### src/rtl/sgen_pipe_if.sv
// sgen_pipe_if: valid/ready bundle for the carry-save resolve pipeline
// Ports: in_valid/in_ready/mode/t/c on the accept side, out_valid/out_ready/s/cout/out_mode on the result side.
// slave is the pipeline's view, master is the producer/consumer view.
interface sgen_pipe_if #(
  parameter int WIDTH = 64
);
  logic             in_valid;
  logic             in_ready;
  logic             mode;
  logic [WIDTH-1:0] t;
  logic [WIDTH-1:0] c;
  logic             out_valid;
  logic             out_ready;
  logic [WIDTH-1:0] s;
  logic             cout;
  logic             out_mode;
  modport master (
    output in_valid, mode, t, c, out_ready,
    input  in_ready, out_valid, s, cout, out_mode
  );
  modport slave (
    input  in_valid, mode, t, c, out_ready,
    output in_ready, out_valid, s, cout, out_mode
  );
endinterface

### src/rtl/sgen_pipe.sv
// sgen_pipe: resolves a carry-save pair (t, c) into s, xor (mode 0) or ripple add one segment per stage (mode 1)
// Ports: clk, rst_n (async, active low), io (sgen_pipe_if.slave).
// Optional macro SGEN_CARRY_CNT_EN adds clr_cnt (sync clear) and carry_cnt (saturating count of retired cout=1 results).
// Latency is NSEG = WIDTH/SEG cycles; the whole pipe stalls together whenever the output is held.
module sgen_pipe #(
  parameter int WIDTH = 64,
  parameter int SEG   = 16
) (
  input  logic clk,
  input  logic rst_n,
`ifdef SGEN_CARRY_CNT_EN
  input  logic        clr_cnt,
  output logic [15:0] carry_cnt,
`endif
  sgen_pipe_if.slave io
);
  localparam int NSEG = WIDTH / SEG;
  // a_q holds resolved sum bits below the stage boundary and raw t bits above it
  logic [WIDTH-1:0] a_q [NSEG];
  logic [WIDTH-1:0] c_q [NSEG];
  logic [WIDTH-1:0] a_d [NSEG];
  logic [WIDTH-1:0] c_d [NSEG];
  logic [NSEG-1:0]  v_q, m_q, cy_q, v_d, m_d, cy_d;
  logic [WIDTH-1:0] pa, pc;
  logic             pm, pci;
  logic [SEG:0]     sg;
  logic             adv;
  assign adv          = !v_q[NSEG-1] || io.out_ready;
  assign io.in_ready  = adv;
  assign io.out_valid = v_q[NSEG-1];
  assign io.s         = a_q[NSEG-1];
  assign io.cout      = cy_q[NSEG-1];
  assign io.out_mode  = m_q[NSEG-1];
  always_comb begin
    a_d  = '{default: '0};
    c_d  = '{default: '0};
    v_d  = '0;
    m_d  = '0;
    cy_d = '0;
    pa   = '0;
    pc   = '0;
    pm   = 1'b0;
    pci  = 1'b0;
    sg   = '0;
    for (int k = 0; k < NSEG; k++) begin
      pa      = (k == 0) ? io.t : a_q[(k == 0) ? 0 : k - 1];
      pc      = (k == 0) ? io.c : c_q[(k == 0) ? 0 : k - 1];
      pm      = (k == 0) ? io.mode : m_q[(k == 0) ? 0 : k - 1];
      v_d[k]  = (k == 0) ? io.in_valid : v_q[(k == 0) ? 0 : k - 1];
      pci     = (k == 0) ? 1'b0 : cy_q[(k == 0) ? 0 : k - 1];
      sg      = pm ? {1'b0, pa[k*SEG +: SEG]} + {1'b0, pc[k*SEG +: SEG]} + (SEG+1)'(pci)
                   : {1'b0, pa[k*SEG +: SEG] ^ pc[k*SEG +: SEG]};
      a_d[k]  = pa;
      a_d[k][k*SEG +: SEG] = sg[SEG-1:0];
      c_d[k]  = pc;
      m_d[k]  = pm;
      cy_d[k] = sg[SEG];
    end
  end
  always_ff @(posedge clk or negedge rst_n) begin
    if (!rst_n) begin
      v_q  <= '0;
      m_q  <= '0;
      cy_q <= '0;
      for (int k = 0; k < NSEG; k++) begin
        a_q[k] <= '0;
        c_q[k] <= '0;
      end
    end else if (adv) begin
      v_q  <= v_d;
      m_q  <= m_d;
      cy_q <= cy_d;
      a_q  <= a_d;
      c_q  <= c_d;
    end
  end
`ifdef SGEN_CARRY_CNT_EN
  always_ff @(posedge clk or negedge rst_n) begin
    if (!rst_n)
      carry_cnt <= '0;
    else if (clr_cnt)
      carry_cnt <= '0;
    else if (v_q[NSEG-1] && io.out_ready && cy_q[NSEG-1] && carry_cnt != 16'hFFFF)
      carry_cnt <= carry_cnt + 16'd1;
  end
`endif
endmodule

### src/flat_wrapper.sv
// flat-port wrapper written by rule: the top's interface ports become plain ports
module sgen_pipe_flat 
#(
  parameter int WIDTH = 64,
  parameter int SEG   = 16
)
  (clk, rst_n, io_in_valid, io_mode, io_t, io_c, io_out_ready, io_in_ready, io_out_valid, io_s, io_cout, io_out_mode);
  sgen_pipe_if #(.WIDTH(WIDTH)) io_i ();
  input  logic clk;
  input  logic rst_n;
  input wire logic [$bits(io_i.in_valid)-1:0] io_in_valid;
  input wire logic [$bits(io_i.mode)-1:0] io_mode;
  input wire logic [$bits(io_i.t)-1:0] io_t;
  input wire logic [$bits(io_i.c)-1:0] io_c;
  input wire logic [$bits(io_i.out_ready)-1:0] io_out_ready;
  output wire logic [$bits(io_i.in_ready)-1:0] io_in_ready;
  output wire logic [$bits(io_i.out_valid)-1:0] io_out_valid;
  output wire logic [$bits(io_i.s)-1:0] io_s;
  output wire logic [$bits(io_i.cout)-1:0] io_cout;
  output wire logic [$bits(io_i.out_mode)-1:0] io_out_mode;
  assign io_i.in_valid = io_in_valid;
  assign io_i.mode = io_mode;
  assign io_i.t = io_t;
  assign io_i.c = io_c;
  assign io_i.out_ready = io_out_ready;
  assign io_in_ready = io_i.in_ready;
  assign io_out_valid = io_i.out_valid;
  assign io_s = io_i.s;
  assign io_cout = io_i.cout;
  assign io_out_mode = io_i.out_mode;
  sgen_pipe #(.WIDTH(WIDTH), .SEG(SEG)) u_core (.clk(clk), .rst_n(rst_n), .io(io_i));
endmodule
### config.mk
export PLATFORM = sky130hd
export DESIGN_NAME = sgen_pipe_flat
export DESIGN_NICKNAME = d
export VERILOG_FILES = /design/src/rtl/sgen_pipe_if.sv /design/src/rtl/sgen_pipe.sv /design/src/flat_wrapper.sv
export SDC_FILE = /design/constraint.sdc
export NUM_CORES = 1
export LEC_CHECK = 0
export ABC_AREA = 1
export BUFFER_PORTS_ARGS = -buffer_cell sky130_fd_sc_hd__buf_4
export CORE_MARGIN = 4
export CORE_UTILIZATION = 40
export CTS_CLUSTER_SIZE = 12
export DETAILED_ROUTE_END_ITERATION = 7
export PLACE_DENSITY_LB_ADDON = 0.15
export SYNTH_ARGS = -nofsm -noshare
export SYNTH_HDL_FRONTEND = slang
export SYNTH_SLANG_ARGS = --single-unit
### constraint.sdc
create_clock -name clk -period 2.6 [get_ports clk]
set_clock_uncertainty 0.1 [all_clocks]
set_input_delay 0 -clock clk [delete_from_list [all_inputs] [get_ports clk]]
set_output_delay 0 -clock clk [all_outputs]
set_load 0.01 [all_outputs]
; After elaboration in Yosys (flattened, before gate mapping)
; Cells that the tools add are included.
[classes]
n_bitwise = 4
addsub = 7
n_mux = 4
reduce_logical = 2
[ops]
columns = operator, count
row1 = 16-bit by 16-bit adder with 17-bit output, 4
row2 = 17-bit 2-to-1 mux, 4
row3 = 16-bit XOR, 4
row4 = 17-bit by 1-bit adder with 17-bit output, 3
row5 = 1-bit logical NOT, 1
row6 = 1-bit logical OR, 1
[totals]
input_bits = 133
register_bits = 460
output_inout_bits = 68
wordCells = 27

; Depth between registers and ports, before layout
[depth]
depth_word = 3
depth_mapped = 13
mapped_depth_nobuf = 13

; Worst setup path before layout
; No wires, ideal clock.
[synth_path]
path_kind = register -> register
startpoint = register u_core.cy_q[2]
endpoint = register u_core.a_q, in the netlist u_core.io.s[56]
arrival_ns = 1.623
stages_incl_launch_ff = 13
path_buffers = 0
setup_slack_ns = 0.761
synth_period_minus_slack_ns = 1.839
setup_ns = 0.117
required_time_ns = 2.383
cell_sequence = dfrtp_1 > inv_1 > fa_1 > inv_1 > fa_1 > nand2_1 > a21oi_2 > nand2_1 > nand2_1 > nand2_1 > xnor2_1 > nand2_1 > nand2_1
[synth_via]
elab_chain_len = 2
[synth_rtl]
columns = item, line
row1 = "start, declared", sgen_pipe.sv:23  ; logic [NSEG-1:0] v_q, m_q, cy_q, v_d, m_d, cy_d;
row2 = "start signal, assigned", sgen_pipe.sv:72  ; cy_q <= cy_d;
row3 = 17-bit by 1-bit adder with 17-bit output, sgen_pipe.sv:51  ; sg = pm ? {1'b0, pa[k*SEG +: SEG]} + {1'b0, pc[k*SEG +: SEG]} + (SEG+1)'(pci)
row4 = 17-bit 2-to-1 mux, sgen_pipe.sv:51
row5 = "end signal, assigned by index", sgen_pipe.sv:66  ; a_q[k] <= '0;
row6 = "end signal, assigned", sgen_pipe.sv:73  ; a_q <= a_d;
row7 = "end, declared", sgen_pipe.sv:19  ; logic [WIDTH-1:0] a_q [NSEG];
; No other way between the ends.
; A chain may end at the register's enable or synchronous reset.

; Final worst setup path
[layout_path]
startpoint = input io_t[0]
endpoint = register u_core.a_q, in the netlist u_core.a_d[140]
[layout_via]
elab_chain_len = 2
[layout_rtl]
columns = item, line
row1 = "start, declared", flat_wrapper.sv:13  ; input wire logic [$bits(io_i.t)-1:0] io_t;
row2 = 16-bit by 16-bit adder with 17-bit output, sgen_pipe.sv:51
row3 = 17-bit 2-to-1 mux, sgen_pipe.sv:51
; No other way between the ends.

==> impl_metrics.xml <==
<?xml version="1.0" encoding="UTF-8"?>
<metrics>
  <group name="critical_path">
    <metric name="required" unit="ns">2.99</metric>
    <metric name="worst-path-max-fanout" unit="">3</metric>
    <metric name="setup.worst_path.start_class" unit="">input pin</metric>
    <metric name="end_kind" unit="">register</metric>
    <metric name="timing.setup.critical_path_class" unit="">in -&gt; reg</metric>
    <metric name="arrival" unit="ns">2.85</metric>
  </group>
  <group name="final_layout">
    <metric name="areaGrowthSynthToFinish" unit="%">24.8</metric>
    <metric name="final_net_count" unit="">2753</metric>
    <metric name="layout.cells.non_filler" unit="">3173</metric>
    <metric name="antenna_cells" unit="">0</metric>
    <metric name="most-common-layout-cells" unit="">1055 x nand2_1, 364 x dfrtp_1, 230 x inv_1, 218 x buf_4, 137 x dlygate4sd3_1</metric>
    <metric name="final_layout_size_suffix_gt1_frac" unit="">0.125</metric>
    <metric name="most_frequent_standard_cell_in_the_layout_excluding_fill_and_tap_cells" unit="">nand2_1</metric>
  </group>
  <group name="logic_synthesis">
    <metric name="synth-seq-area-share" unit="">0.505</metric>
    <metric name="post_synthesis_instance_area" unit="sq um">18000</metric>
    <metric name="syn-num-nets" unit="">2494</metric>
    <metric name="post_synth_num_cell_types" unit="">31</metric>
    <metric name="synth_seq_cells" unit="">364</metric>
    <metric name="post_synth_inst_count" unit="">2290</metric>
    <metric name="avgSynthCellArea" unit="sq um">7.87</metric>
    <metric name="yosys_warnings" unit="">0</metric>
  </group>
  <group name="route">
    <metric name="routed_wirelength_normalized_by_instance_count" unit="um">13.4</metric>
    <metric name="totalWireLength" unit="um">42600</metric>
    <metric name="drt_iter0_markers" unit="">984</metric>
    <metric name="via_count" unit="">14655</metric>
    <metric name="detail_route.drc_violations" unit="">0</metric>
    <metric name="drt-pass1-iter-count" unit="">5</metric>
    <metric name="antenna_violating_nets_remaining" unit="">0</metric>
    <metric name="vias_per_cell" unit="">4.62</metric>
  </group>
  <group name="pwr">
    <metric name="power_density" unit="nW/um^2">1130</metric>
    <metric name="netSwitchingPower" unit="mW">9.85</metric>
    <metric name="power_frac_clock" unit="">0.235</metric>
    <metric name="p_int" unit="mW">15.6</metric>
    <metric name="proportion_of_total_power_due_to_net_switching" unit="">0.386</metric>
    <metric name="leakage" unit="nW">12.0</metric>
    <metric name="seq_power_share" unit="">0.373</metric>
    <metric name="share_comb_of_total_power" unit="">0.392</metric>
    <metric name="peakVddDrop" unit="uV">548</metric>
  </group>
  <group name="timing">
    <metric name="worstMarginPinSlew" unit="ns">0.730</metric>
    <metric name="slew_headroom" unit="">0.513</metric>
    <metric name="drv_slew" unit="">0</metric>
    <metric name="fin_tns_setup" unit="ns">0</metric>
    <metric name="maxClockFrequency" unit="MHz">406</metric>
    <metric name="final_min_period_over_clock_period" unit="">0.947</metric>
    <metric name="rsz0062_at_grt" unit="">no</metric>
    <metric name="report.final.hold_viol_count" unit="">0</metric>
    <metric name="period_minus_slack" unit="ns">2.46</metric>
    <metric name="setup_violators_final" unit="">0</metric>
  </group>
  <group name="global_route">
    <metric name="grt_antenna_before_repair" unit="">0</metric>
    <metric name="gr-total-overflow" unit="">0</metric>
    <metric name="grt_pass1_vias" unit="">14506</metric>
    <metric name="grt.total_usage" unit="">0.178</metric>
    <metric name="grt_first_pass_wirelength" unit="um">72100</metric>
    <metric name="grt_max_degree" unit="">111</metric>
  </group>
  <group name="floorplan">
    <metric name="die_area" unit="sq um">48500</metric>
    <metric name="starting_utilization_of_the_core_area" unit="">0.406</metric>
    <metric name="placement_rows" unit="">77</metric>
    <metric name="design.core.area" unit="sq um">44400</metric>
    <metric name="floorplan.io_pins" unit="">201</metric>
    <metric name="die_width" unit="um">220</metric>
    <metric name="die_y" unit="um">220</metric>
  </group>
  <group name="flow_run">
    <metric name="max_cap_viol_count" unit="">0</metric>
  </group>
  <group name="min_path">
    <metric name="holdCritPathClass" unit="">in -&gt; reg</metric>
  </group>
  <group name="placed_design">
    <metric name="dp.cells" unit="">2959</metric>
    <metric name="finalWeightedCongestion" unit="">0.850</metric>
    <metric name="portBuffers" unit="">200</metric>
    <metric name="hpwlAfterDp" unit="um">28300</metric>
  </group>
  <group name="cts">
    <metric name="cts_root_buf" unit="">clkbuf_16</metric>
    <metric name="cts_inserted_buffers" unit="">42</metric>
    <metric name="insertion_delay" unit="ns">0.57</metric>
    <metric name="cts-htree-levels" unit="">2</metric>
    <metric name="clock_tree_from_tritoncts" unit="">done</metric>
    <metric name="path_clk_slew" unit="ns">0.06</metric>
    <metric name="clockBufferDepth" unit="">3</metric>
    <metric name="numClockSinks" unit="">364</metric>
  </group>
  <group name="run_status">
    <metric name="status" unit="">finished, final reports clean</metric>
  </group>
</metrics>
## critical path, cell delays in order
cell and delay [ns]:
dlygate4sd3_1 0.53, buf_4 0.13, ha_2 0.18, fa_2 0.35, nand2_2 0.08, a21oi_2 0.08
nand3_1 0.10, nand3_2 0.09, nand3_1 0.08, dlygate4sd3_1 0.55, nand3_1 0.07, dlygate4sd3_1 0.56
nand2_1 0.06
## path summary, 6_finish.rpt
kind / slack [ns] / end / cells after the start / startpoint
max: 0.14 / u_core.a_d[140]$_DFFE_PN0P_ / 13 / io_t[0]
min: 0.05 / u_core.cy_q[0]$_DFFE_PN0P_ / 6 / io_c[14]
max reg2reg: 0.32 / u_core.a_d[129]$_DFFE_PN0P_ / 7 / u_core.v_q[3]$_DFFE_PN0P_
min reg2reg: 0.36 / u_core.c_d[113]$_DFFE_PN0P_ / 2 / u_core.c_d[177]$_DFFE_PN0P_
max in group asynchronous: 1.04 / u_core.io.s[61]$_DFFE_PN0P_ / 4 / rst_n
min in group asynchronous: 0.44 / u_core.c_d[156]$_DFFE_PN0P_ / 3 / rst_n
## cells in the mapped netlist
| master | instances | area [sq um] |
|---|---|---|
| or2_2 | 1 | 6.26 |
| buf_6 | 1 | 11.3 |
| xnor2_1 | 15 | 131 |
| a31o_2 | 1 | 8.76 |
| a21oi_2 | 4 | 35.0 |
| inv_2 | 2 | 7.51 |
| nor3_1 | 15 | 75.1 |
| nand2_2 | 1 | 6.26 |
| xor2_1 | 11 | 96.3 |
| nor2_1 | 54 | 203 |
| o21ai_2 | 1 | 8.76 |
| a21o_1 | 1 | 7.51 |
| nand4_1 | 4 | 25.0 |
| inv_1 | 230 | 863 |
| ha_1 | 64 | 801 |
| buf_4 | 71 | 533 |
| a21oi_1 | 29 | 145 |
| nor3_2 | 1 | 10.0 |
| nand2_1 | 1057 | 3970 |
| nand3_2 | 3 | 30.0 |
| dfrtp_1 | 364 | 9110 |
| o21ai_0 | 95 | 475 |
| nand3_1 | 80 | 400 |
| nor2_4 | 2 | 22.5 |
| o211ai_1 | 2 | 15.0 |
| clkbuf_1 | 7 | 26.3 |
| fa_1 | 7 | 140 |
| o21bai_1 | 6 | 45.0 |
| buf_2 | 72 | 360 |
| nand3b_1 | 7 | 52.6 |
| o21ai_1 | 82 | 410 |
## cell families (layout without fill, tap and decap cells)
kind of cell / count (synthesis) / in the layout / share of synthesized area
buffers and inverters: 383 / 674 / 0.0999
adders and majority gates: 71 / 71 / 0.0522
AOI/OAI and AO/OA: 221 / 221 / 0.0638
xor gates and xnor gates: 26 / 26 / 0.0126
and+or+nand+nor: 1225 / 1225 / 0.266
DFF: 364 / 364 / 0.505
## state kept, by name, summed over array words and instances, names as in the netlist
register,cells
u_core.io.s,64
u_core.cy_q,4
u_core.v_q,4
u_core.a_q,32
u_core.pa,64
u_core.c_d,80
u_core.pc,16
u_core.m_q,4
u_core.a_d,96
## power by group through the flow
stage          combinational (mW)  sequential (mW)  clock [mW]
6_report                     9.98             9.52        5.99
5_1_grt                      11.6             9.83        6.44
4_1_cts                      10.1             9.53        6.18
3_5_place_dp                 9.86             9.61           0
3_3_place_gp                 9.74             9.56           0
2_1_floorplan                7.73             9.08           0
## metrics by stage
step | hold WS [ns] | utilization | total power, mW | cell area, sq um | setup WS, ns
floorplan | -0.396 | - | 16.8 | 18000 | 0.761
global placement | -0.0634 | 0.443 | 19.3 | 19700 | 0.564
detailed placement | -0.0666 | 0.443 | 19.5 | 19700 | 0.502
CTS | 0.0101 | 0.506 | 25.8 | 22500 | 0.0562
global route | 0.0544 | 0.507 | 27.8 | 22500 | 0.0235
finish | 0.0544 | 0.507 | 25.5 | 22500 | 0.139
## per-layer routing
layer,share of wire,global-route usage
met1,0.48,0.256
met2,0.45,0.284
met3,0.040,0.0249
met4,0.022,0.0523
met5,0,0
## area by class of cell
| class | instances | area, sq um |
|---|---|---|
| Clock buffer | 62 | 1280 |
| Clock inverter | 14 | 141 |
| Timing Repair Buffer | 366 | 3220 |
| Fill cell | 4282 | 21900 |
| Sequential cell | 364 | 9110 |
| Multi-Input combinational cell | 1543 | 7140 |
| Tap cell | 592 | 741 |
| Inverter | 232 | 878 |
## repair_timing
| item | in CTS | in global routing |
|---|---|---|
| setup buffers | 0 | 1 |
| hold buffers | 137 | 0 |
| endpoints found under the setup margin | 0 | 1 |
| gates resized for setup | 0 | 7 |
| endpoints found under the hold margin | 478 | 0 |
No activity file was read; power rests on OpenSTA's default activity.
